<file path="config.mk">
export PLATFORM = sky130hd
export DESIGN_NAME = mips_mc_ctrl
export DESIGN_NICKNAME = d
export VERILOG_FILES = /design/src/rtl/mips_mc_ctrl.sv
export SDC_FILE = /design/constraint.sdc
export NUM_CORES = 1
export LEC_CHECK = 0
export BUFFER_PORTS_ARGS = -buffer_cell sky130_fd_sc_hd__clkbuf_2
export CAP_MARGIN = 0
export CORE_AREA = 2 2 133 135
export CTS_BUF_LIST = sky130_fd_sc_hd__clkbuf_8
export CTS_CLUSTER_SIZE = 24
export DETAILED_ROUTE_END_ITERATION = 7
export DIE_AREA = 0 0 135 137
export PLACE_DENSITY = 0.69
export REMOVE_ABC_BUFFERS = 1
export SLEW_MARGIN = 10
export SYNTH_ARGS = -nofsm -noshare
export SYNTH_HDL_FRONTEND = slang
export SYNTH_SLANG_ARGS = --single-unit
</file>
<file path="constraint.sdc">
create_clock -name clk -period 3.47 [get_ports clk]
set_input_delay 0.347 -clock clk [delete_from_list [all_inputs] [get_ports clk]]
set_output_delay 0.347 -clock clk [all_outputs]
set_load 0.01 [all_outputs]
</file>
<file path="src/rtl/mips_mc_ctrl.sv">
`default_nettype none
// mips_mc_ctrl -- multi-cycle MIPS control unit: FSM, PC/IR, retire counter, busy timeout.
// Revision 1.0
module mips_mc_ctrl #(
  parameter int            AW      = 32,
  parameter logic [AW-1:0] PC_INIT = '0,
  parameter int            TIMEOUT = 255
) (
  input  logic          clk,
  input  logic          reset,
  input  logic          imem_busy,
  input  logic          dmem_busy,
  input  logic [31:0]   instr,
  input  logic [31:0]   rs_data,
  input  logic          alu_zero,
  output logic [AW-1:0] pc,
  output logic [2:0]    state,
  output logic          ab_we,
  output logic          alu_src,
  output logic          reg_dst,
  output logic          reg_we,
  output logic          mem_to_reg,
  output logic          dm_enable,
  output logic          dm_rd_wr,
  output logic          illegal,
  output logic          timeout,
  output logic [31:0]   instr_count
);

  localparam logic [5:0] OP_RTYPE = 6'b000000;
  localparam logic [5:0] OP_ADDIU = 6'b001001;
  localparam logic [5:0] OP_LW    = 6'b100011;
  localparam logic [5:0] OP_SW    = 6'b101011;
  localparam logic [5:0] OP_BEQ   = 6'b000100;
  localparam logic [5:0] OP_BNE   = 6'b000101;
  localparam logic [5:0] OP_J     = 6'b000010;
  localparam logic [5:0] FN_JR    = 6'b001000;

  localparam int            CW     = (TIMEOUT > 1) ? $clog2(TIMEOUT + 1) : 1;
  localparam logic [CW-1:0] TO_LIM = CW'(TIMEOUT);

  typedef enum logic [2:0] {
    S_FETCH  = 3'd0,
    S_DECODE = 3'd1,
    S_EXEC   = 3'd2,
    S_MEM    = 3'd3,
    S_WB     = 3'd4
  } state_t;

  function automatic logic op_legal(input logic [5:0] op);
    return op inside {OP_RTYPE, OP_ADDIU, OP_LW, OP_SW, OP_BEQ, OP_BNE, OP_J};
  endfunction

  state_t        state_q, state_d;
  logic [31:0]   ir_q, ir_d;
  logic [AW-1:0] pc_q, pc_d;
  logic [31:0]   instr_count_q, instr_count_d;
  logic [CW-1:0] busy_q, busy_d;
  logic          ab_we_q, alu_src_q, reg_dst_q, reg_we_q, mem_to_reg_q;
  logic          dm_enable_q, dm_rd_wr_q, illegal_q, timeout_q;

  // Decode of the instruction currently held in IR.
  logic [5:0] op_w, fn_w;
  logic       is_rtype, is_jr, is_alu, is_addiu, is_lw, is_sw, is_beq, is_bne, is_j, is_ill;

  assign op_w     = ir_q[31:26];
  assign fn_w     = ir_q[5:0];
  assign is_rtype = (op_w == OP_RTYPE);
  assign is_jr    = is_rtype && (fn_w == FN_JR);
  assign is_alu   = is_rtype && !is_jr;
  assign is_addiu = (op_w == OP_ADDIU);
  assign is_lw    = (op_w == OP_LW);
  assign is_sw    = (op_w == OP_SW);
  assign is_beq   = (op_w == OP_BEQ);
  assign is_bne   = (op_w == OP_BNE);
  assign is_j     = (op_w == OP_J);
  assign is_ill   = !op_legal(op_w);

  // Controls are registered, so they are derived from the next state and next IR.
  logic [5:0] nop_w;
  logic       n_rtype, n_addiu, n_lw, n_sw, n_ill;

  assign nop_w   = ir_d[31:26];
  assign n_rtype = (nop_w == OP_RTYPE);
  assign n_addiu = (nop_w == OP_ADDIU);
  assign n_lw    = (nop_w == OP_LW);
  assign n_sw    = (nop_w == OP_SW);
  assign n_ill   = !op_legal(nop_w);

  logic stall;

  always_comb begin
    state_d = state_q;
    ir_d    = ir_q;
    stall   = 1'b0;
    case (state_q)
      S_FETCH: begin
        if (imem_busy) begin
          stall = 1'b1;
        end else begin
          state_d = S_DECODE;
          ir_d    = instr;
        end
      end
      S_DECODE: state_d = S_EXEC;
      S_EXEC: begin
        if (is_lw || is_sw)          state_d = S_MEM;
        else if (is_alu || is_addiu) state_d = S_WB;
        else                         state_d = S_FETCH;
      end
      S_MEM: begin
        if (dmem_busy) stall = 1'b1;
        else           state_d = is_lw ? S_WB : S_FETCH;
      end
      S_WB:    state_d = S_FETCH;
      default: state_d = S_FETCH;
    endcase
  end

  logic          retire, br_taken;
  logic [AW-1:0] pc_plus4, br_off, j_tgt;

  assign retire   = (state_q != S_FETCH) && (state_d == S_FETCH);
  assign pc_plus4 = pc_q + AW'(4);
  assign br_off   = {{(AW-18){ir_q[15]}}, ir_q[15:0], 2'b00};
  assign br_taken = (is_beq && alu_zero) || (is_bne && !alu_zero);

  generate
    if (AW > 28) begin : g_jtgt_region
      assign j_tgt = {pc_plus4[AW-1:28], ir_q[25:0], 2'b00};
    end else begin : g_jtgt_flat
      assign j_tgt = {ir_q[25:0], 2'b00};
    end
  endgenerate

  always_comb begin
    pc_d = pc_q;
    if (retire) begin
      if (br_taken)   pc_d = pc_plus4 + br_off;
      else if (is_j)  pc_d = j_tgt;
      else if (is_jr) pc_d = rs_data[AW-1:0];
      else            pc_d = pc_plus4;
    end
  end

  assign instr_count_d = (retire && !is_ill) ? instr_count_q + 32'd1 : instr_count_q;

  // The stall counter restarts after each timeout so the pulse repeats while stuck.
  logic [CW-1:0] busy_inc;
  logic          to_hit;

  assign busy_inc = busy_q + 1'b1;
  assign to_hit   = (TIMEOUT > 0) && stall && (busy_inc == TO_LIM);
  assign busy_d   = (!stall || to_hit) ? '0 : busy_inc;

  always_ff @(posedge clk) begin
    if (reset) begin
      state_q       <= S_FETCH;
      pc_q          <= PC_INIT;
      ir_q          <= '0;
      instr_count_q <= '0;
      busy_q        <= '0;
      ab_we_q       <= 1'b0;
      alu_src_q     <= 1'b0;
      reg_dst_q     <= 1'b0;
      reg_we_q      <= 1'b0;
      mem_to_reg_q  <= 1'b0;
      dm_enable_q   <= 1'b0;
      dm_rd_wr_q    <= 1'b1;
      illegal_q     <= 1'b0;
      timeout_q     <= 1'b0;
    end else begin
      state_q       <= state_d;
      pc_q          <= pc_d;
      ir_q          <= ir_d;
      instr_count_q <= instr_count_d;
      busy_q        <= busy_d;
      ab_we_q       <= (state_d == S_DECODE);
      alu_src_q     <= (state_d inside {S_EXEC, S_MEM, S_WB}) && (n_addiu || n_lw || n_sw);
      reg_dst_q     <= (state_d != S_FETCH) && n_rtype;
      reg_we_q      <= (state_d == S_WB);
      mem_to_reg_q  <= (state_d == S_WB) && n_lw;
      dm_enable_q   <= (state_d == S_MEM);
      dm_rd_wr_q    <= !((state_d == S_MEM) && n_sw);
      illegal_q     <= (state_d == S_EXEC) && n_ill;
      timeout_q     <= to_hit;
    end
  end

  assign pc          = pc_q;
  assign state       = state_q;
  assign ab_we       = ab_we_q;
  assign alu_src     = alu_src_q;
  assign reg_dst     = reg_dst_q;
  assign reg_we      = reg_we_q;
  assign mem_to_reg  = mem_to_reg_q;
  assign dm_enable   = dm_enable_q;
  assign dm_rd_wr    = dm_rd_wr_q;
  assign illegal     = illegal_q;
  assign timeout     = timeout_q;
  assign instr_count = instr_count_q;

endmodule
`default_nettype wire

</file>
After elaboration in Yosys (flattened, before gate mapping)

Cells that the tools add are included.

Flip-flop bits (word level): 116
Bits of input ports: 69
Logic and storage cells: 89
Output and inout port bits: 76

Add/sub/neg operators: 4
Equality and inequality tests: 21
Bitwise operators: 1
Reductions and logical operators: 34
Mux-type cells: 14

Operators with widths:

| kind                                          | number |
|---|---|
| 2-to-1 mux 32 bit                             | 5 |
| adder 32 x 1 -> 32 bit, second input constant | 1 |
| adder 32 x 3 -> 32 bit, second input constant | 1 |
| adder 32 bit                                  | 1 |
| == test 6 x 3 -> 1 bit, second input constant | 4 |
| == test 6 bit, second input constant          | 4 |
| == test 6 x 4 -> 1 bit, second input constant | 3 |
| 2-to-1 mux 3 bit                              | 5 |
| nonzero test 7 bit                            | 2 |
| == test 3 x 2 -> 1 bit, second input constant | 4 |
| == test 6 x 2 -> 1 bit, second input constant | 2 |
| logical AND 1 bit                             | 12 |
| logical NOT 6 bit                             | 2 |
| case mux 3 bit (4 select lines)               | 1 |
| nonzero test 3 bit                            | 3 |
| adder 8 x 1 -> 8 bit, second input constant   | 1 |
| == test 8 bit, second input constant          | 1 |
| == test 3 x 1 -> 1 bit, second input constant | 2 |
| logical NOT 3 bit                             | 2 |
| logical OR 1 bit                              | 6 |
| logical NOT 1 bit                             | 5 |
| == test 3 bit, second input constant          | 1 |
| 2-to-1 mux 1 bit                              | 2 |
| case mux 1 bit (2 select lines)               | 1 |
| other kinds (3)                               | 3 |

Longest topological paths before layout

Gate-level depths: netlist of run 1.

Word-level depth: 11
Gate-level depth with buffers: 15
Gate-level depth less buffers: 14

Worst setup path before layout of run 1

Ideal clock, no wire load.

Path kind: flip-flop to flip-flop
From: register pc_q[2], in the netlist pc[2]
To: register pc_q[28], in the netlist pc[28]
Stages on the path, launching flop included: 14
Period minus slack after synthesis: 3.583 ns
Path slack: -0.113 ns
Buffers on the path: 0
Library setup time: 0.086 ns
Data required time: 3.384 ns
Arrival time: 3.498 ns
Cell sequence: dfxtp_1 -> ha_1 -> inv_1 -> or3_1 -> xnor2_1 -> ha_1 -> nand4_1 -> or4b_2 -> o21ai_0 -> o31ai_1 -> o41ai_1 -> xnor2_1 -> a21oi_1 -> a211oi_1

Word-level cells in the longest chain between the ends: 4
Elaborated cells on any way between the ends: 5
Classes of those cells: add/sub: 2; mux: 3

Ends and longest elaborated chain:

| what                                                 | line | source |
|---|---|---|
| start: declaration                                   | 56   | `logic [AW-1:0] pc_q, pc_d;` |
| start signal: assignment                             | 174  | `pc_q <= pc_d;` |
| adder 32 x 3 -> 32 bit (*)                           | 124  | `assign pc_plus4 = pc_q + AW'(4);` |
| branches (longest 2 deep; another with adder 32 bit) | -    |  |
| 2-to-1 mux 32 bit (*)                                | 139  | `if (br_taken) pc_d = pc_plus4 + br_off;` |

Every way passes the cells marked *.
A chain may end at the register's enable or synchronous reset.

Worst setup path in the final report of run 1

From: register pc_q[4], in the netlist pc[4]
To: register pc_q[29], in the netlist pc[29]

The elaborated chain is that of the path after synthesis.

==> key figures, run 1 <==
Cells and area
  • Most frequent cells in the layout: 143 x clkbuf_2, 138 x nand2_1, 108 x dfxtp_1
  • Final design utilization: 0.565
  • Layout area overhead: 27.7%
  • Inserted Diodes: 0
  • FF/Latch Area: 2330 um2
  • Fraction of layout cells with a size suffix above 1: 0.265
  • Fin nets: 1299
  • # fillers: 1651
  • Most common cell after layout, fill and taps aside: clkbuf_2
  • Fin area: 9640 um2
  • Multi-input logic area: 5160 um2

Global route
  • Initial antenna violation count: 2
  • Largest net degree at the start of global routing: 81
  • GR Overflow Total: 0
  • Vias in the first global route: 7688
  • Tot GR Track Use: 0.258
  • First-pass GRT wire length: 38300 um

Synth
  • Largest cells by area after synthesis: dfxtp_1 31%, nand2_1 6.9%, a21oi_1 6.7%
  • Post-synth EDFFs: 0
  • Asr flop ratio synth: 0
  • Post-synth top flop: dfxtp_1
  • Share of the synthesized area in the top cell type: 0.308
  • Register bit total from synthesis: approximately 120
  • Post-Syn Instances: 987
  • Distinct cells, synth: 68
  • Syn Std Cell Area: 7550 um2
  • Synth warn: 0
  • Register area share after synthesis: 0.308
  • Yosys top cell by area: dfxtp_1
  • Mean Syn Cell Area: 7.65 um2

Placed design
  • Area post-placement: 8930 um2
  • IO buf count: between 100 and 150
  • HPWL Detailed: between 15000 and 20000 um
  • Gpl congestion: a little under 1

Clock network
  • TritonCTS clock tree: yes
  • H-tree Lvls: 4
  • # hold bufs at CTS: 0
  • Sink Count: 116
  • Num CTS Buffers: 17
  • Clock-pin slew on the worst setup and hold paths: 0.08 ns
  • CTS Root Cell: clkbuf_8
  • Max clock buf depth: 2
  • Clk_lat worst skew: 0.44 ns

Hold path
  • Hold WC Path Type: input port to flop
  • WHS Path Cells: 3

Power and ir drop
  • Leak pwr: 4.17 nW
  • Pwr dens: between 300 and 400 nW/um2
  • Power Total: 3.33 mW
  • Peak supply drop: 0.230 mV

Timing
  • RSZ-0062 raised after global routing: true
  • Pins Over Slew Limit: 0
  • Slew @ Worst Pin: 0.945 ns
  • Crit path time final: 3.43 ns
  • Layout Skew: 0.0149 ns
  • Max Freq: 0.292 GHz
  • Final worst-path cycle share: 0.989
  • # setup viols final: 0
  • Hold Vio Cnt, Final: 0
  • Final Hold Slack: 0.124 ns
  • Setup tns final: 0 ns
  • Slew HR: 0.365

Route
  • Routed Antenna Nets: 0
  • Drt wl/cell: 16.7 um
  • Vias/cell: 5.61
  • Residual DRC: 0
  • Drt pass-1 iters: 5
  • Final wirelength: approximately 24000 um
  • First DRT Iteration DRCs: between 600 and 700
  • DR vias: 8000

Worst setup path
  • Crit. Startpoint: pc[4]$_SDFFE_PP0P_
  • R2r endpoint: pc[29]$_SDFFE_PP0P_
  • Crit path capture type: flop
  • Worst r2r path cells: 13
  • Arr. time, crit path: 3.76 ns
  • Critical path endpoint: pc[29]$_SDFFE_PP0P_
  • Reg2reg start: pc[4]$_SDFFE_PP0P_
  • Data required, critical path: ~3.8 ns
  • CP Max Fanout: 4
  • Worst setup SP type: flop
  • R2r setup slk: between 0.03 and 0.04 ns
  • Critical path type: flop to flop

Floorplanning
  • Core area: 17100 um2
  • Die area: roughly 18000 um2
  • Die width: ~140 um
  • Rows: 48
  • Starting Density: 0.442
  • Top Ports: 145
  • Die span in y: 137 um

Status
  • Status: complete, no violations

Flow run
  • Max cap viols: 0
power by group:
group / internal (mW) / total (mW) / switching [mW]
logic: 0.233 / 0.568 / 0.335
registers: 1.38 / 1.43 / 0.0536
clock network: 0.714 / 1.34 / 0.621
logic make-up (layout without fill, tap and decap cells):
family                     count (synthesis)  count (layout)  share of synthesized area
xor gates and xnor gates                  81              81                     0.0940
DFF                                      116             116                      0.308
muxes                                      4               4                    0.00531
adders and majority gates                 41              41                     0.0690
AOI/OAI and AO/OA                        262             262                      0.222
and+or+nand+nor                          417             417                      0.266
buffers and inverters                     66             281                     0.0363
synth_stat cells, drive strengths merged (14+ instances only):
cell type,number
nand2,139
dfxtp,116
nor2,105
a21oi,101
xnor2,42
ha,40
xor2,39
clkbuf,37
nand3,37
o21ai,37
nand4,31
nor3,24
a22oi,19
and3,19
inv,17
or3,17
a21o,15
a211oi,14
layer usage:
layer | up-vias | share of wire | GRT usage
met3 | 48 | 0.081 | 0.0700
met1 | 3712 | 0.44 | 0.340
met2 | 260 | 0.46 | 0.409
met4 | 2 | 0.021 | 0.0845
met5 | - | 0.00054 | 0
li1 | 3978 | - | -
stage by stage:
step                std cells  setup WS (ns)
finish                   1427         0.0396
global route             1427        -0.0682
CTS                      1417         0.0101
detailed placement       1385        -0.0318
global placement         1385         0.0259
floorplan                 938         -0.134
cell type report:
| class | count | area share |
|---|---|---|
| clock inverter | 15 | 0.0188 |
| sequential | 116 | 0.242 |
| tap | 225 | 0.0292 |
| timing repair buffer | 232 | 0.144 |
| clock buffer | 17 | 0.0243 |
| inverter | 17 | 0.00662 |
| multi-input combinational | 805 | 0.535 |
worst min path at each step:
| stage | startpoint | slack (ns) | end |
|---|---|---|---|
| after floorplan | reset | 0.42 | instr_count[16]$_SDFFE_PP0P_ |
| final | instr[8] | 0.12 | ir_q[8]$_SDFFE_PP0P_ |
| after global routing | instr[22] | 0.12 | ir_q[22]$_SDFFE_PP0P_ |
| after CTS | instr[19] | 0.11 | ir_q[19]$_SDFFE_PP0P_ |
| after detailed placement | ir_q[18]$_SDFFE_PP0P_ | 0.45 | ir_q[18]$_SDFFE_PP0P_ |
| after global placement | ir_q[18]$_SDFFE_PP0P_ | 0.44 | ir_q[18]$_SDFFE_PP0P_ |
repair_timing:
action,in CTS,in global routing
buffers inserted,0,10
pin swaps,1,25
endpoints found under the setup margin,3,15
resized for setup,3,50
critical path, stage by stage (launching register included):
cell and delay (ns):
dfxtp_2 0.35, nand4_1 0.18, or3_4 0.46, xnor2_2 0.16, ha_1 0.31, buf_6 0.11, nand2_2 0.04, or3_4 0.39
a21oi_4 0.15, o21ai_2 0.09, a21o_1 0.21, a211o_1 0.27, a211o_1 0.30, a221o_1 0.30
Power figures use the tool's default switching activity.
==> run 2: changes to the inputs <==
CORE_AREA = 2 2 162 164   (was 2 2 133 135)
DIE_AREA = 0 0 164 166   (was 0 0 135 137)
PLACE_DENSITY = not set   (was 0.69)
==> key figures, run 2 (synthesis results as in run 1) <==
Placed design
  • Gpl congestion: 0.900 (-6.9%)
  • HPWL Detailed: 19600 um (+10%)
  • IO buf count: 144 (unchanged)
  • Area post-placement: 9100 um2 (+1.9%)

Timing
  • Max Freq: 0.291 GHz (-0.19%)
  • RSZ-0062 raised after global routing: true
  • Pins Over Slew Limit: 0 (unchanged)
  • Slew @ Worst Pin: 0.992 ns (+0.0467 ns)
  • # setup viols final: 0 (unchanged)
  • Crit path time final: 3.44 ns (+0.00667 ns)
  • Hold Vio Cnt, Final: 0 (unchanged)
  • Layout Skew: 0.0195 ns (+0.00462 ns)
  • Slew HR: 0.333 (-0.0321)
  • Final worst-path cycle share: 0.991 (+0.00192)

Worst setup path
  • Crit path capture type: flop
  • CP top delay family: compound AO/OA/AOI/OAI gates
  • CP max-delay cell: dfxtp_2
  • Worst setup SP type: flop
  • Data required, critical path: 3.83 ns (+0.03 ns)
  • Critical path type: flop to flop
  • Crit-path max cell delay: 0.35 ns (-0.11 ns)
  • CP Max Fanout: 3 (-1)
  • Arr. time, crit path: 3.79 ns (+0.03 ns)
  • CP cell instances: nand4_1 -> nor2_2 -> buf_6 -> and3_4 -> buf_4 -> nand4_1 -> xnor2_2 -> ha_1 -> a21o_1 -> a31oi_4 -> o21ai_2 -> a21o_1 -> a21oi_2 -> o22ai_1 -> a211o_1 -> a221o_1
  • R2r setup slk: 0.03 ns (about the same)
  • Worst path bufs/invs: 2 (+1)

Global route
  • GR Overflow Total: 0 (unchanged)
  • Tot GR Track Use: 0.190 (-0.0683)
  • Largest net degree at the start of global routing: 41 (-49%)
  • Met3 Track Usage GR: 0.0392 (-0.0308)
  • First-pass GRT wire length: 41200 um (+7.6%)
  • Gr busiest metal: met2
  • M1 GR Usage: 0.247 (-0.0930)
  • Initial antenna violation count: 2 (unchanged)
  • Met2 usage: 0.316 (-0.0925)
  • Vias in the first global route: 7725 (+0.48%)

Cells and area
  • Multi-input logic area: 5100 um2 (-1.0%)
  • Fin nets: 1299 (unchanged)
  • Inserted Diodes: 0 (unchanged)
  • Layout area overhead: 28.9%
  • FF/Latch Area: 2330 um2 (about the same)
  • Most frequent cells in the layout: 143 x clkbuf_2, 138 x nand2_1, 109 x dfxtp_1
  • Fraction of layout cells with a size suffix above 1: 0.259 (-0.00582)
  • # fillers: 2665 (+61%)
  • Fin area: 9730 um2 (+0.93%)
  • Most common cell after layout, fill and taps aside: clkbuf_2

Clock network
  • # hold bufs at CTS: 0 (unchanged)
  • CTS Root Cell: clkbuf_8
  • Max clock buf depth: 2 (unchanged)
  • Clk_lat worst skew: 0.47 ns (+0.03 ns)
  • TritonCTS clock tree: yes
  • Sink Count: 116 (unchanged)
  • Clock-pin slew on the worst setup and hold paths: 0.09 ns (about the same)
  • H-tree Lvls: 4 (unchanged)
  • Num CTS Buffers: 17 (unchanged)

Route
  • Drt pass-1 iters: 5 (unchanged)
  • Final wirelength: 26100 um (+9.1%)
  • Drt wl/cell: 17.0 um (+1.3%)
  • Routed Antenna Nets: 0 (unchanged)
  • DR vias: 8023 (+0.29%)
  • Residual DRC: 0 (unchanged)
  • First DRT Iteration DRCs: 504 (-19%)
  • Vias/cell: 5.22 (-6.9%)

Power and ir drop
  • Peak supply drop: 0.198 mV (-14%)
  • Leak pwr: 4.15 nW (-0.42%)
  • Power Total: 3.39 mW (+1.6%)
  • Pwr dens: 348 nW/um2 (+0.67%)

Floorplanning
  • Starting Density: 0.295 (-0.148)
  • Core area: 25600 um2 (+50%)
  • Die width: 164 um (+21%)
  • Top Ports: 145 (unchanged)
  • Die area: 27200 um2 (+47%)
  • Rows: 59 (+23%)
  • Die span in y: 166 um (+21%)

Status
  • Status: complete, no violations

Flow run
  • Max cap viols: 0 (unchanged)

Hold path
  • Hold WC Path Type: input port to flop
-- run 2: worst register-to-register path: stages (launching register included) --
cell	delay (ns)
dfxtp_2	0.35
nand4_1	0.26
nor2_2	0.23
buf_6	0.13
and3_4	0.18
buf_4	0.12
nand4_1	0.16
xnor2_2	0.19
ha_1	0.32
a21o_1	0.22
a31oi_4	0.17
o21ai_2	0.09
a21o_1	0.19
a21oi_2	0.13
o22ai_1	0.09
a211o_1	0.23
a221o_1	0.30
-- run 2: layout make-up --
class                           count  area share
Timing Repair Buffer              232       0.143
Clock inverter                     15      0.0190
Multi-Input combinational cell    805       0.525
Tap cell                          335      0.0431
Inverter                           17     0.00656
Clock buffer                       17      0.0241
Sequential cell                   116       0.240
-- run 2: through the flow --
stage               setup slack (ns)  utilization  instances  TNS, ns  hold WS, ns
global placement              0.0651        0.355       1498        0        0.444
global route                 -0.0937        0.380       1537   -0.227       0.0879
floorplan                     -0.134            -        938   -0.134        0.416
finish                        0.0329        0.380       1537        0       0.0957
CTS                           0.0232        0.372       1531        0       0.0822
detailed placement           -0.0619        0.355       1498  -0.0738        0.451
-- run 2: report_power, final --
| group | switching, mW | total, mW | internal, mW |
|---|---|---|---|
| Combinational | 0.349 | 0.582 | 0.232 |
| Clock | 0.705 | 1.38 | 0.673 |
| Sequential | 0.0512 | 1.43 | 1.38 |
| Total | 1.11 | 3.39 | 2.28 |
-- run 2: final timing paths --
check,startpoint,cells past startpoint,endpoint
worst max-delay path,pc[6]$_SDFFE_PP0P_,16,pc[29]$_SDFFE_PP0P_
worst min-delay path,instr[9],3,ir_q[9]$_SDFFE_PP0P_
worst max register to register,pc[6]$_SDFFE_PP0P_,16,pc[29]$_SDFFE_PP0P_
worst min register to register,ir_q[22]$_SDFFE_PP0P_,2,ir_q[22]$_SDFFE_PP0P_
-- run 2: metal layers --
layer / part of all wire / vias up
met2: 0.48 / 230
met3: 0.055 / 37
li1: - / 3976
met4: 0.018 / 2
met1: 0.45 / 3778
met5: 0.00050 / -
-- run 2: repair_timing --
action,in CTS,in global routing
endpoints found under the hold margin,0,0
resized for setup,4,38
setup buffers,1,6
endpoints found under the setup margin,2,12
pin swaps,3,19
cloned,0,0
==> run 3: changes to the inputs <==
ABC_AREA = 1   (was not set)
CELL_PAD_IN_SITES_DETAIL_PLACEMENT = 1   (was not set)
CELL_PAD_IN_SITES_GLOBAL_PLACEMENT = 1   (was not set)
CORE_AREA = 2 2 159 161   (was 2 2 162 164)
DIE_AREA = 0 0 161 163   (was 0 0 164 166)
PLACE_DENSITY_LB_ADDON = 0.1   (was not set)
==> key figures, run 3 <==
Synth
  • Most common cell in the netlist: nand2_1
  • Mean Syn Cell Area: 5.91 um2 (-23%)
  • Asr flop ratio synth: 0 (unchanged)
  • Register area share after synthesis: 0.258 (-0.0494)
  • Syn Std Cell Area: 8990 um2 (+19%)
  • Post-synth top flop: dfxtp_1
  • Largest cells by area after synthesis: dfxtp_1 26%, nand2_1 21%, nor2_1 8.2%
  • Post-Syn Instances: 1522 (+54%)
  • Synth warn: 0 (unchanged)
  • Distinct cells, synth: 35 (-49%)
  • Yosys top cell by area: dfxtp_1
  • Most frequent cells after synthesis: 500 x nand2_1, 197 x nor2_1, 150 x inv_1
  • Register bit total from synthesis: 116 (unchanged)
  • Post-synth EDFFs: 0 (unchanged)
  • Share of the synthesized area in the top cell type: 0.258 (-0.0494)

Cells and area
  • Inserted Diodes: 0 (unchanged)
  • Fraction of layout cells with a size suffix above 1: 0.135 (-0.123)
  • Most frequent cells in the layout: 500 x nand2_1, 192 x nor2_1, 152 x inv_1
  • Most common cell after layout, fill and taps aside: nand2_1
  • Fin cells: 2015 (+31%)
  • # fillers: 3492 (+31%)
  • Fin nets: 1782 (+37%)
  • Layout area overhead: 17.3%
  • Fin area: 10500 um2 (+8.4%)

Placed design
  • Area post-placement: 10200 um2 (+12%)
  • Dpl cells: 1983 (+32%)
  • Setup WS pre-CTS: 0.0155 ns (+0.0774 ns)
  • IO buf count: 144 (unchanged)
  • HPWL Detailed: 28200 um (+44%)
  • Gpl congestion: 0.931 (+3.4%)

Power and ir drop
  • Peak supply drop: 0.201 mV (+1.3%)
  • Leak pwr: 5.13 nW (+24%)
  • Power Total: 3.64 mW (+7.5%)
  • Pwr dens: 345 nW/um2 (-0.81%)

Floorplanning
  • Top Ports: 145 (unchanged)
  • Rows: 58 (-1.7%)
  • Die span in y: 163 um (-1.8%)
  • Die area: 26200 um2 (-3.6%)
  • Die width: 161 um (-1.8%)
  • Starting Density: 0.364 (+0.0697)
  • Core area: 24700 um2 (-3.7%)

Clock network
  • Clock-pin slew on the worst setup and hold paths: 0.09 ns (about the same)
  • Setup bufs post-CTS: 0 (-1)
  • Clk_lat worst skew: 0.47 ns (about the same)
  • Sink Count: 116 (unchanged)
  • Num CTS Buffers: 17 (unchanged)
  • H-tree Lvls: 4 (unchanged)
  • Max clock buf depth: 2 (unchanged)
  • TritonCTS clock tree: yes
  • CTS Root Cell: clkbuf_8

Route
  • Residual DRC: 0 (unchanged)
  • Vias/cell: 5.19 (-0.66%)
  • Drt pass-1 iters: 5 (unchanged)
  • First DRT Iteration DRCs: 482 (-4.4%)
  • Routed Antenna Nets: 0 (unchanged)
  • Final wirelength: 36500 um (+40%)
  • DR vias: 10400 (+30%)
  • Drt wl/cell: 18.1 um (+6.9%)

Global route
  • First-pass GRT wire length: 57100 um (+39%)
  • Initial antenna violation count: 0 (-2)
  • Tot GR Track Use: 0.279 (+0.0900)
  • GR Overflow Total: 0 (unchanged)
  • Vias in the first global route: 10500 (+36%)
  • Largest net degree at the start of global routing: 77 (+88%)

Worst setup path
  • Data required, critical path: 3.81 ns (-0.02 ns)
  • Crit path capture type: flop
  • Critical path type: flop to flop
  • Worst setup SP type: flop
  • CP Max Fanout: 5 (+2)
  • Arr. time, crit path: 3.52 ns (-0.27 ns)

Timing
  • RSZ-0062 raised after global routing: false
  • Layout Skew: 0.0199 ns (+0.000431 ns)
  • # setup viols final: 0 (unchanged)
  • Slew HR: 0.404 (+0.0704)
  • Final worst-path cycle share: 0.916 (-0.0746)
  • Setup tns final: 0 ns (unchanged)
  • Crit path time final: 3.18 ns (-0.259 ns)
  • Hold Vio Cnt, Final: 0 (unchanged)
  • Slew @ Worst Pin: 0.894 ns (-0.0972 ns)
  • Max Freq: 0.315 GHz (+8.1%)
  • Final WS setup: 0.292 ns (+0.259 ns)
  • Pins Over Slew Limit: 0 (unchanged)

Hold path
  • Hold WC Path Type: input port to flop

Status
  • Status: complete, no violations

Flow run
  • Max cap viols: 0 (unchanged)
-- run 3: cells by family (layout without fill, tap and decap cells) --
| family | after synthesis | count (layout) | synth area share |
|---|---|---|---|
| buf+inv | 199 | 362 | 0.0899 |
| simple gates | 907 | 907 | 0.419 |
| fa+ha+maj | 41 | 41 | 0.0579 |
| compound gates | 208 | 208 | 0.125 |
| flops | 116 | 116 | 0.258 |
| xor+xnor | 51 | 51 | 0.0497 |
-- run 3: path summary, 6_finish.rpt --
path | cells past startpoint | start | slack, ns | end
min | 3 | instr[6] | 0.10 | ir_q[6]$_SDFFE_PP0P_
max reg2reg | 17 | pc[11]$_SDFFE_PP0P_ | 0.29 | pc[27]$_SDFFE_PP0P_
max | 17 | pc[11]$_SDFFE_PP0P_ | 0.29 | pc[27]$_SDFFE_PP0P_
min reg2reg | 1 | busy_q[0]$_SDFF_PP0_ | 0.46 | busy_q[0]$_SDFF_PP0_
-- run 3: per-stage QoR --
stage / hold WS (ns) / util
after floorplan: 0.416 / -
after global placement: 0.430 / 0.412
after detailed placement: 0.446 / 0.412
after CTS: 0.0800 / 0.426
after global routing: 0.103 / 0.427
final: 0.102 / 0.427
-- run 3: per-layer routing --
| metal | share of wire | vias to the layer above | track usage |
|---|---|---|---|
| met5 | 0 | - | 0 |
| met4 | 0.034 | 0 | 0.109 |
| met3 | 0.041 | 70 | 0.0400 |
| met2 | 0.47 | 255 | 0.473 |
| met1 | 0.46 | 4948 | 0.360 |
| li1 | - | 5176 | - |
-- run 3: power by group --
part           total (mW)  switching, mW  internal [mW]
clock network        1.25          0.689          0.556
logic               0.910          0.607          0.303
registers            1.48         0.0887           1.40
total                3.64           1.39           2.25
-- run 3: final cells by class --
cell class	instances	area [um2]	share of cell area
clock buffer	17	234	0.0222
clock inverter	15	118	0.0112
inverter	151	567	0.0538
multi-input combinational	1207	5890	0.559
sequential	116	2320	0.221
tap	330	413	0.0392
timing repair buffer	179	996	0.0945
-- run 3: what timing repair did --
item                       in CTS  in global routing
hold buffers                    0                  0
gates resized for setup         1                  8
setup endpoints to repair       1                  7
-- run 3: worst max-delay path: stages, from the launching register on --
cell     delay [ns]
dfxtp_1        0.47
nand2_1        0.13
nor2_1         0.17
nand3_1        0.22
nor2_1         0.32
nand3_1        0.15
nand2_1        0.09
inv_1          0.04
ha_1           0.38
nand2_1        0.17
nor2_1         0.25
nand2_1        0.13
nor2_1         0.19
nor2_1         0.08
nand2_1        0.07
nand2_1        0.05
nand3_1        0.08
a21oi_1        0.07
